## src/rtl/pipe_stage_reg_pkg.sv

```systemverilog
// Shared pipeline-stage definitions: default widths, NOP encoding and the
// stage occupancy state encoding.
package pipe_stage_reg_pkg;

  localparam int unsigned NBITS_DEFAULT = 32;
  localparam logic [31:0] NOP_INSTR_DEFAULT = 32'h0000_0000;

  typedef enum logic [1:0] {
    ST_EMPTY = 2'd0,
    ST_FULL  = 2'd1,
    ST_SKID  = 2'd2
  } state_e;

endpackage : pipe_stage_reg_pkg

```

## src/rtl/pipe_skid_entry.sv

```systemverilog
// One {pc, instruction} payload register with load enable and synchronous
// active-low reset; used for both the main and the skid entry.
module pipe_skid_entry #(
  parameter int unsigned NBITS = 32
) (
  input  logic             clk,
  input  logic             rst_n,
  input  logic             load,
  input  logic [NBITS-1:0] pc,
  input  logic [NBITS-1:0] instr,
  output logic [NBITS-1:0] pc_q,
  output logic [NBITS-1:0] instr_q
);

  always_ff @(posedge clk) begin
    if (!rst_n) begin
      pc_q    <= '0;
      instr_q <= '0;
    end else if (load) begin
      pc_q    <= pc;
      instr_q <= instr;
    end
  end

endmodule : pipe_skid_entry

```

## src/rtl/pipe_stage_reg.sv

```systemverilog
// Valid/ready pipeline stage register for {pc, instruction} with optional
// skid entry (fully registered o_ready) and flush-to-bubble.
module pipe_stage_reg
  import pipe_stage_reg_pkg::*;
#(
  parameter int unsigned      NBITS     = NBITS_DEFAULT,
  parameter bit               SKID_EN   = 1'b1,
  parameter logic [NBITS-1:0] NOP_INSTR = NBITS'(NOP_INSTR_DEFAULT)
) (
  input  logic             i_clk,
  input  logic             i_rst_n,
  input  logic             i_valid,
  output logic             o_ready,
  input  logic [NBITS-1:0] i_pc,
  input  logic [NBITS-1:0] i_instruction,
  input  logic             i_flush,
  output logic             o_valid,
  input  logic             i_ready,
  output logic [NBITS-1:0] o_pc,
  output logic [NBITS-1:0] o_instruction,
  output logic             o_skid_full
);

  state_e           state;
  logic             accept;
  logic             issue;
  logic             main_load;
  logic [NBITS-1:0] main_d_pc;
  logic [NBITS-1:0] main_d_instr;
  logic [NBITS-1:0] main_pc;
  logic [NBITS-1:0] main_instr;
  logic [NBITS-1:0] skid_pc;
  logic [NBITS-1:0] skid_instr;

  assign o_valid = (state != ST_EMPTY);
  assign issue   = o_valid & i_ready;
  assign accept  = i_valid & o_ready;

  // Occupancy FSM; flush empties the stage, reset outranks everything.
  always_ff @(posedge i_clk) begin
    if (!i_rst_n) begin
      state <= ST_EMPTY;
    end else if (i_flush) begin
      state <= ST_EMPTY;
    end else begin
      case (state)
        ST_EMPTY: if (accept) state <= ST_FULL;
        ST_FULL: begin
          if (accept && !issue) begin
            if (SKID_EN) state <= ST_SKID;
          end else if (!accept && issue) begin
            state <= ST_EMPTY;
          end
        end
        ST_SKID:  if (issue) state <= ST_FULL;
        default:  state <= ST_EMPTY;
      endcase
    end
  end

  // Main entry refills from the input, or from the skid entry when draining it.
  always_comb begin
    main_load    = 1'b0;
    main_d_pc    = i_pc;
    main_d_instr = i_instruction;
    if (!i_flush) begin
      case (state)
        ST_EMPTY: main_load = accept;
        ST_FULL:  main_load = accept & issue;
        ST_SKID: begin
          main_load    = issue;
          main_d_pc    = skid_pc;
          main_d_instr = skid_instr;
        end
        default:  main_load = 1'b0;
      endcase
    end
  end

  pipe_skid_entry #(
    .NBITS (NBITS)
  ) u_main (
    .clk     (i_clk),
    .rst_n   (i_rst_n),
    .load    (main_load),
    .pc      (main_d_pc),
    .instr   (main_d_instr),
    .pc_q    (main_pc),
    .instr_q (main_instr)
  );

  generate
    if (SKID_EN) begin : g_skid
      logic skid_load;

      // Capture the incoming beat only when the main entry is stalled.
      assign skid_load   = ~i_flush & (state == ST_FULL) & accept & ~issue;
      assign o_ready     = (state != ST_SKID);
      assign o_skid_full = (state == ST_SKID);

      pipe_skid_entry #(
        .NBITS (NBITS)
      ) u_skid (
        .clk     (i_clk),
        .rst_n   (i_rst_n),
        .load    (skid_load),
        .pc      (i_pc),
        .instr   (i_instruction),
        .pc_q    (skid_pc),
        .instr_q (skid_instr)
      );
    end else begin : g_no_skid
      assign skid_pc     = '0;
      assign skid_instr  = '0;
      assign o_ready     = i_ready | ~o_valid;
      assign o_skid_full = 1'b0;
    end
  endgenerate

  assign o_pc          = main_pc;
  assign o_instruction = o_valid ? main_instr : NOP_INSTR;

endmodule : pipe_stage_reg

```

## config.mk

```make
export PLATFORM = sky130hd
export DESIGN_NAME = pipe_stage_reg
export DESIGN_NICKNAME = d
export VERILOG_FILES = /design/src/rtl/pipe_stage_reg_pkg.sv /design/src/rtl/pipe_skid_entry.sv /design/src/rtl/pipe_stage_reg.sv
export SDC_FILE = /design/constraint.sdc
export NUM_CORES = 1
export LEC_CHECK = 0
export BUFFER_PORTS_ARGS = -buffer_cell sky130_fd_sc_hd__buf_2
export CAP_MARGIN = 10
export CORE_MARGIN = 8
export CORE_UTILIZATION = 30
export CTS_CLUSTER_SIZE = 10
export DETAILED_ROUTE_END_ITERATION = 8
export GPL_TIMING_DRIVEN = 0
export PLACE_DENSITY = 0.53
export REMOVE_ABC_BUFFERS = 1
export SLEW_MARGIN = 10
export SYNTH_ARGS = -nofsm -noshare
export SYNTH_HDL_FRONTEND = slang
export SYNTH_SLANG_ARGS = --single-unit
```

## constraint.sdc

```tcl
create_clock -name i_clk -period 6.1 [get_ports i_clk]
set_input_delay 1.22 -clock i_clk [delete_from_list [all_inputs] [get_ports i_clk]]
set_output_delay 1.22 -clock i_clk [all_outputs]
set_load 0.05 [all_outputs]
```

* Word level (Yosys, flattened, before mapping)
Index checks and enable logic that the tools add are counted.
** Storage, ports and cells
- Register bits after elaboration :: 130
- Latch bits :: 0
- Memory bits (writable) :: 0
- ROM bits :: 0
- Logic and storage cells :: 40
- Memories :: 0
** Cells by class
- Add/subtract/negate cells :: 0
- $mul :: 0
- Div/mod/pow operators :: 0
- Order comparisons :: 0
- Equal/unequal tests :: 6
- Shift operators :: 0
- Muxes and demuxes :: 12
- Bitwise logic cells :: 9
- Reduce and logical (&&, ||, !) cells :: 8
** Operator list (count)
- 32-bit 2-to-1 mux :: 5
- 2-bit 2-to-1 mux :: 4
- 1-bit AND :: 6
- 2-bit one-hot mux with 3 select lines :: 1
- 2-bit != test, second input constant :: 2
- 3-bit != test, second input constant :: 1
- 1-bit inverter :: 3
- 1-bit one-hot mux with 3 select lines :: 1
- 3-bit AND reduction :: 1
- 2-bit by 1-bit equality test with 1-bit output, second input constant :: 1
- 2-bit equality test, second input constant :: 1
- 1-bit logical AND :: 2
- 1-bit zero test :: 2
- 2-bit zero test :: 1
- 2-bit by 1-bit != test with 1-bit output, second input constant :: 1
- 2-bit nonzero test :: 1
- 2-bit OR reduction :: 1
- 1-bit 2-to-1 mux :: 1

* Logic depth before layout (Yosys ltp)
Gate-level depths: netlist of run 1.
- Depth after elaboration :: 7
- Mapped depth :: 11
- Mapped depth without buffers :: 7

* Modules after synthesis
A second synthesis of run 1 with hierarchy kept.
** Second synthesis, totals
- Cells, all modules :: 543
- Area total of the unflattened synthesis :: 6391.1 um2
** Modules (own cells, without submodules)
- pipe_skid_entry :: times used 2, cells each 206, area each 2451.1 um2, sequential area each 1281.2 um2
- pipe_stage_reg :: times used 1, cells each 131, area each 1488.9 um2, sequential area each 40.0 um2

* Worst setup path before layout of run 1
Ideal clock, no wire load.
- Path type :: reg2out
- Start :: register state[0]
- End :: output port o_instruction[22]
- Arrival time :: 1.844 ns
- Path slack :: 3.036 ns
- Stages on the path, launching flop included :: 5
- Buffers on the path :: 2
- Cell sequence :: dfxtp_1 > or2_2 > clkbuf_1 > clkbuf_1 > and2_1
** Between the ends
- Cells in the longest elaborated chain, start to end :: 2
** Ends and longest elaborated chain
- start, declared :: RTL line pipe_stage_reg.sv:24 : state_e state;
- start signal, assigned :: RTL line pipe_stage_reg.sv:42 : state <= ST_EMPTY;
- start signal, assigned :: RTL line pipe_stage_reg.sv:44 : state <= ST_EMPTY;
- start signal, assigned :: RTL line pipe_stage_reg.sv:47 : ST_EMPTY: if (accept) state <= ST_FULL;
- 2-bit nonzero test :: RTL line pipe_stage_reg.sv:35 : assign o_valid = (state != ST_EMPTY);
- net o_valid :: RTL line pipe_stage_reg.sv:17 : output logic o_valid,
- 32-bit 2-to-1 mux :: RTL line pipe_stage_reg.sv:121 : assign o_instruction = o_valid ? main_instr : NOP_INSTR;
- end, declared :: RTL line pipe_stage_reg.sv:20 : output logic [NBITS-1:0] o_instruction,
The timed path passes the listed nets, and every way through them passes these cells.

* Final worst setup path of run 1
- Start :: register state[1]
- End :: register u_main.instr_q[10]
** Between the ends
- Cells in the longest elaborated chain, start to end :: 5
- Elaborated cells between the ends (all ways) :: 12
- Those cells by class :: 3 x eq/ne; 4 x mux; 3 x bitwise; 2 x reduce/logical
** Ends and longest elaborated chain
- 2-bit != test or 2-bit nonzero test (tied branches) :: RTL line pipe_stage_reg.sv:98, pipe_stage_reg.sv:35
- 1-bit AND (on tied branches) :: RTL line pipe_stage_reg.sv:37, pipe_stage_reg.sv:36
- 1-bit AND :: RTL line pipe_stage_reg.sv:69 : ST_FULL: main_load = accept & issue;
- 1-bit one-hot mux with 3 select lines :: RTL line pipe_stage_reg.sv:67 : case (state)
- 1-bit 2-to-1 mux :: RTL line pipe_stage_reg.sv:66 : if (!i_flush) begin
- end signal, assigned :: RTL line pipe_skid_entry.sv:21 : instr_q <= instr;
- end, declared :: RTL line pipe_skid_entry.sv:12 : output logic [NBITS-1:0] instr_q
Several ways; a longest one is shown, not always the timed one.
A chain may end at the register's enable or synchronous reset.

==> metrics.csv, run 1 <==
metric;value;unit
status;finished, final reports clean;
final hold violation count;0;
worst r2r path cells;9;
Worst Min Path Start;g_skid.u_skid.instr_q[3]$_SDFFE_PN0P_;
Placement Setup Slack;2.124;ns
fmax;256.0;MHz
HPWL Detailed;11.21;mm
CTS Buf Count;17;
grt total ovfl;0;
First DRT Iteration DRCs;222;
synthesized flop and latch total;130;
sequential-to-total area share from yosys stat;41.68;%
post-synth top area share;41.68;%
Worst Setup Start Kind;register;
Rel. slew slack;42.28;%
Detail Route Antenna Nets;0;
Hold Crit Class;reg -> reg;
Die Y;160.3;µm
Power Density;298.0;nW/µm²
die area;25690;µm²
Routed WL per cell;18.23;µm
CTS tree;yes;
# DRC;0;
top_reg_cell synth;dfxtp_1;
CTS max path bufs;2;
post-synth top area cell;dfxtp_1;
Avg Inst Size Synth;9.578;µm²
Netlist Area Pre-Place;6245;µm²
hold_buf cts;0;
Pleak;3.281;nW
IO buf count;135;
final instance area;7790;µm²
largest net degree at the start of global routing;71;
reg-to-reg startpoint;state[1]$_SDFFE_PP0P_;
final setup fails;0;
Layout area overhead;24.74;%
share of cells above drive strength 1;33.33;%
CP Class;reg -> reg;
vias per inst;5.183;
max cap viols;0;
Initial Utilization;30.66;%
gr usage total;14.48;%
H-tree depth;4;
root buffer cell;clkbuf_16;
data arrival time of the critical path;4.17;ns
number of synthesis warnings;0;
Post-CTS Setup Repair Bufs;0;
first-pass GRT wire length;30.73;mm
Final Critical Period;3.906;ns
GRT Max-Usage Layer;met2;
number of gates resized after cts;0;
period utilization;64.03;%
largest cells by area after synthesis;dfxtp_1 (42%), a211oi_2 (12%), mux2i_1 (10%);
routed via count;5287;
M2 GR Usage;24.25;%
CTS sink count;130;
final max-slew violation count;0;
setup TNS;0;ns
Power Total;0.002321;W
Worst Hold Depth;2;
CTS clk-pin slew, worst paths;0.06;ns
worst skew pair latency;0.41;ns
Ant. Diodes;0;
Post-synth EDFFs;0;
number of global-route vias before repair;5562;
Least-Margin Pin Slew;0.8658;ns
setup skew after layout;0.007748;ns
async set or reset register ratio after synthesis;0;%
Layout Utilization;38.25;%
worst endpoint required time;6.36;ns
area post-placement;7139;µm²
total wire length;18.59;mm
die width;160.3;µm
number of I/O pins;136;
Max FO, Critical Path;70;
routability cong.;0.6845;
endpoint class of the critical path;register;
Post-Syn Instances;652;
initial antenna violation count;0;
row cnt;52;
met3 usage;4.216;%
core area;20360;µm²
final setup margin;2.194;ns
Setup crit start;state[1]$_SDFFE_PP0P_;
RSZ-0062 raised after global routing;no;
Peak VDD IR;0.0001707;V
NumNets Final;808;
met1 layer usage reported by global route;17.98;%
drt first pass iters;4;
Unique masters post-synth;28;
power by group:
group	leakage, nW	switching, W	internal (W)
Clock	0.317	0.000398	0.000738
Combinational	1.90	0.000191	0.0000940
Sequential	1.06	0.0000171	0.000883
routing by layer:
layer	vias up	share of wire [%]
li1	2605	-
met1	2557	48
met2	115	47
met3	10	4.6
met4	0	0.60
met5	-	0
state kept, by name (all words and copies together), names as in the netlist:
register	flops
state	2
g_skid.u_skid.pc_q	32
g_skid.u_skid.instr_q	32
u_main.instr_q	32
u_main.pc_q	32
Yosys cell counts, types with 2 or more instances:
library cell and n:
buf_1 3, buf_6 3, dfxtp_1 130, buf_2 33, clkbuf_1 33, nor2_1 2
o21ai_0 65, mux2i_1 64, ha_1 2, a211oi_1 68, inv_1 3, and2_1 34
a21oi_1 65, nor2b_1 2, a211oi_2 60, buf_4 9, nand3_1 65
worst max-delay path, cell delays in order, from the launching register on:
cell and delay, ns:
dfxtp_4 0.57, nor2b_2 0.30, inv_4 0.47, buf_16 0.32, and2_1 0.19, ha_1 0.14, mux2_4 0.72, a21o_4 0.57
buf_16 0.31, a211oi_2 0.11
path summary, 6_finish.rpt:
check,end,slack [ns]
max,u_main.instr_q[10]$_SDFFE_PN0P_,2.19
min,g_skid.u_skid.instr_q[3]$_SDFFE_PN0P_,0.47
max reg2reg,u_main.instr_q[10]$_SDFFE_PN0P_,2.19
min reg2reg,g_skid.u_skid.instr_q[3]$_SDFFE_PN0P_,0.47
metrics by stage:
| stage | std cells | hold WS (ns) |
|---|---|---|
| floorplan | 571 | 0.4532 |
| finish | 1020 | 0.4725 |
| global route | 1020 | 0.4883 |
| CTS | 1020 | 0.4756 |
| detailed placement | 988 | 0.4674 |
| global placement | 976 | 0.4612 |
cell type report:
class / instances / area [µm²]
timing repair buffer: 147 / 894.6
inverter: 4 / 25.02
tap: 270 / 337.8
sequential: 130 / 2606
multi-input combinational: 437 / 3276
clock inverter: 13 / 207.7
clock buffer: 19 / 442.9
fill: 2082 / 12570
cells by family (layout without fill, tap and decap cells):
kind of cell,count (synthesis),after routing,share of synthesized area (%)
buffers and inverters,85,183,6.672
and+or+nand+nor,110,110,9.878
adders and majority gates,2,2,0.4007
muxes,65,65,10.50
DFF,130,130,41.68
AOI/OAI and AO/OA,260,260,30.88
layout by cell type (no fill, tap or decap), drive strengths merged:
master	netlist	final
or2	1	1
a211oi	128	128
and4bb	1	1
nand4bb	1	1
a21oi	65	65
clkinvlp	0	1
nor2b	3	3
clkbuf	33	19
o21ai	65	65
nand3	65	65
o22a	1	1
mux2i	64	64
nor4bb	1	1
dfxtp	130	130
nand2b	1	1
mux2	1	1
bufinv	0	5
a21o	1	1
ha	2	2
buf	48	147
clkinv	0	6
nand2	1	1
and2	34	34
nor2	2	2
inv	4	5
Note: power is estimated with default switching activity, not from simulation.
==> inputs of run 2 (changes only) <==
--- a/config.mk
+++ b/config.mk
@@ -5,6 +5,7 @@
 export SDC_FILE = /design/constraint.sdc
 export NUM_CORES = 1
 export LEC_CHECK = 0
+export ABC_AREA = 1
 export BUFFER_PORTS_ARGS = -buffer_cell sky130_fd_sc_hd__buf_2
 export CAP_MARGIN = 10
 export CORE_MARGIN = 8
@@ -12,7 +13,7 @@
 export CTS_CLUSTER_SIZE = 10
 export DETAILED_ROUTE_END_ITERATION = 8
 export GPL_TIMING_DRIVEN = 0
-export PLACE_DENSITY = 0.53
+export PLACE_DENSITY = 0.54
 export REMOVE_ABC_BUFFERS = 1
 export SLEW_MARGIN = 10
 export SYNTH_ARGS = -nofsm -noshare
==> constraint.sdc (replaced) <==
create_clock -name i_clk -period 3.8 [get_ports i_clk]
set_input_delay 0.76 -clock i_clk [delete_from_list [all_inputs] [get_ports i_clk]]
set_output_delay 0.76 -clock i_clk [all_outputs]
set_load 0.05 [all_outputs]
==> metrics.csv, run 2 <==
metric;value;unit;change
critical path's largest stage delay;0.76;ns;+0.04 ns
crit-path cells;nor2_4, nor2_1, ha_1, nand3_1, nand3_1, nand2_4, buf_16, nand2_1, nand2_1, nor2_1;;
largest net degree at the start of global routing;74;;+4.2%
fmax;337.7;MHz;+32%
Die Y;156.3;µm;-2.5%
most frequent cells in the layout;nand2_1 (199), nor2_1 (164), inv_1 (137);;
routability cong.;0.7458;;+9.0%
Worst R2R Setup Slack;0.84;ns;-1.36 ns
final hold violation count;0;;unchanged
commonest non-fill, non-tap cell in the layout;nand2_1;;
grt total ovfl;0;;unchanged
count leader, synth;nand2_1;;
sequential-to-total area share from yosys stat;44.06;%;+2.4 points
number of I/O pins;136;;unchanged
R2R Path End;u_main.pc_q[23]$_SDFFE_PN0P_;;
Initial Utilization;30.45;%;-0.21 points
Worst Hold End;g_skid.u_skid.pc_q[30]$_SDFFE_PN0P_;;
synthesized flop and latch total;130;;unchanged
data arrival time of the critical path;3.27;ns;-0.90 ns
top_reg_cell synth;dfxtp_1;;
setup skew after layout;0.007612;ns;-0.0001368 ns
max cap viols;0;;unchanged
Pleak;3.561;nW;+8.5%
die area;24440;µm²;-4.9%
status;finished, final reports clean;;
Hold Crit Class;reg -> reg;;
core area;19400;µm²;-4.7%
First DRT Iteration DRCs;197;;-11%
number of gates resized after cts;0;;unchanged
CTS sink count;130;;unchanged
synth cell count leaders;nand2_1 (200), nor2_1 (164), inv_1 (137), dfxtp_1 (130), o21ai_0 (81);;
root buffer cell;clkbuf_16;;
fillers;2178;;+4.6%
Avg Inst Size Synth;6.600;µm²;-31%
Worst Hold Depth;2;;unchanged
slowest stage cell, crit path;nor2_4;;
largest cells by area after synthesis;dfxtp_1 (44%), nand2_1 (13%), nor2_1 (10%);;
IO buf count;135;;unchanged
Routed WL per cell;11.40;µm;-37%
H-tree depth;4;;unchanged
first-pass GRT wire length;23.96;mm;-22%
Worst Setup Start Kind;register;;
reg-to-reg startpoint;state[0]$_SDFFE_PP0P_;;
final setup fails;0;;unchanged
row cnt;51;;-1.9%
Worst Min Path Start;g_skid.u_skid.pc_q[30]$_SDFFE_PN0P_;;
hold_buf cts;0;;unchanged
share of cells above drive strength 1;17.28;%;-16 points
gr usage total;12.03;%;-2.4 points
CP Class;reg -> reg;;
RSZ-0062 raised after global routing;no;;
vias per inst;4.212;;-19%
worst skew pair latency;0.41;ns;about the same
Post-synth EDFFs;0;;unchanged
drt first pass iters;4;;unchanged
setup TNS;0;ns;unchanged
Detail Route Antenna Nets;0;;unchanged
total wire length;14.52;mm;-22%
endpoint class of the critical path;register;;
HPWL Detailed;9.068;mm;-19%
Netlist Area Pre-Place;5907;µm²;-5.4%
initial antenna violation count;3;;+3
CTS tree;yes;;
Unique masters post-synth;18;;-36%
routed via count;5366;;+1.5%
Rel. slew slack;35.94;%;-6.3 points
Post-Syn Instances;895;;+37%
final max-slew violation count;0;;unchanged
number of synthesis warnings;0;;unchanged
number of global-route vias before repair;4914;;-12%
Final Critical Period;2.962;ns;-0.9444 ns
worst r2r path cells;10;;+1
post-synth top area share;44.06;%;+2.4 points
Peak VDD IR;0.0002797;V;+64%
Max FO, Critical Path;68;;-2.9%
CTS max path bufs;2;;unchanged
Power Density;487.3;nW/µm²;+64%
post-synth top area cell;dfxtp_1;;
worst endpoint required time;4.10;ns;-2.26 ns
Layout area overhead;23.55;%;
# DRC;0;;unchanged
Layout Utilization;37.62;%;-0.63 points
CTS Buf Count;17;;unchanged
die width;156.3;µm;-2.5%
Post-CTS Setup Repair Bufs;0;;unchanged
Least-Margin Pin Slew;0.9586;ns;+0.09276 ns
period utilization;77.94;%;+14 points
CTS clk-pin slew, worst paths;0.06;ns;about the same
NumNets Final;1065;;+32%
async set or reset register ratio after synthesis;0;%;unchanged
==> run 2: worst max path at each step <==
| stage | start | endpoint | slack [ns] | cells after the start |
|---|---|---|---|---|
| finish | state[0]$_SDFFE_PP0P_ | u_main.pc_q[23]$_SDFFE_PN0P_ | 0.84 | 10 |
| global route | state[0]$_SDFFE_PP0P_ | u_main.pc_q[15]$_SDFFE_PN0P_ | 0.57 | 10 |
| CTS | state[0]$_SDFFE_PP0P_ | u_main.pc_q[23]$_SDFFE_PN0P_ | 0.77 | 10 |
| detailed placement | state[0]$_SDFFE_PP0P_ | u_main.pc_q[23]$_SDFFE_PN0P_ | 0.80 | 10 |
| global placement | i_flush | g_skid.u_skid.instr_q[11]$_SDFFE_PN0P_ | -1.79 | 5 |
| floorplan | state[0]$_SDFFE_PP0P_ | u_main.instr_q[0]$_SDFFE_PN0P_ | 0.17 | 9 |
==> run 2: routing by layer <==
layer | vias to the layer above | part of all wire (%) | global-route usage, %
met2 | 113 | 43 | 18.48
met3 | 13 | 6.3 | 3.971
met1 | 2320 | 49 | 15.11
met4 | 2 | 1.4 | 5.217
li1 | 2918 | - | -
met5 | - | 0.090 | 0
==> run 2: critical path: cells and delay by family (launching register included) <==
family        cells  cell delay [ns]
simple gates      8             1.84
flops             1             0.39
fa+ha+maj         1             0.25
buf+inv           1             0.33
==> run 2: power by group <==
group	internal, W	switching [W]
combinational	0.000129	0.000298
sequential	0.00142	0.0000201
clock	0.00108	0.000603
total	0.00263	0.000922
==> run 2: cell families (layout without fill, tap and decap cells) <==
group	Yosys count	after routing	share of synthesized area [%]
flops	130	130	44.06
compound gates	195	195	16.61
buf+inv	197	309	14.95
fa+ha+maj	2	2	0.4236
simple gates	371	371	23.96
other cells	0	2	0
==> run 2: layout make-up <==
type | instances | area [µm²] | share of cell area (%)
inverters | 138 | 518.0 | 7.098
clock buffers | 23 | 478.0 | 6.549
clock inverters | 9 | 128.9 | 1.766
flip-flops and latches | 130 | 2603 | 35.66
diodes | 2 | 5.005 | 0.06858
well taps | 265 | 331.6 | 4.543
repair buffers | 139 | 788.3 | 10.80
multi-input cells | 568 | 2446 | 33.52
==> run 2: through the flow <==
stage / setup slack [ns] / area [µm²] / hold WS [ns] / cells / power, W
after floorplan: 0.1712 / 5542 / 0.4239 / 836 / 0.001769
after global routing: 0.5700 / 7298 / 0.4566 / 1274 / 0.003723
after global placement: -1.791 / 6549 / 0.4350 / 1236 / 0.001914
after detailed placement: 0.7995 / 6686 / 0.4384 / 1240 / 0.001905
after CTS: 0.7681 / 7293 / 0.4470 / 1272 / 0.003623
final: 0.8385 / 7298 / 0.4433 / 1274 / 0.003557
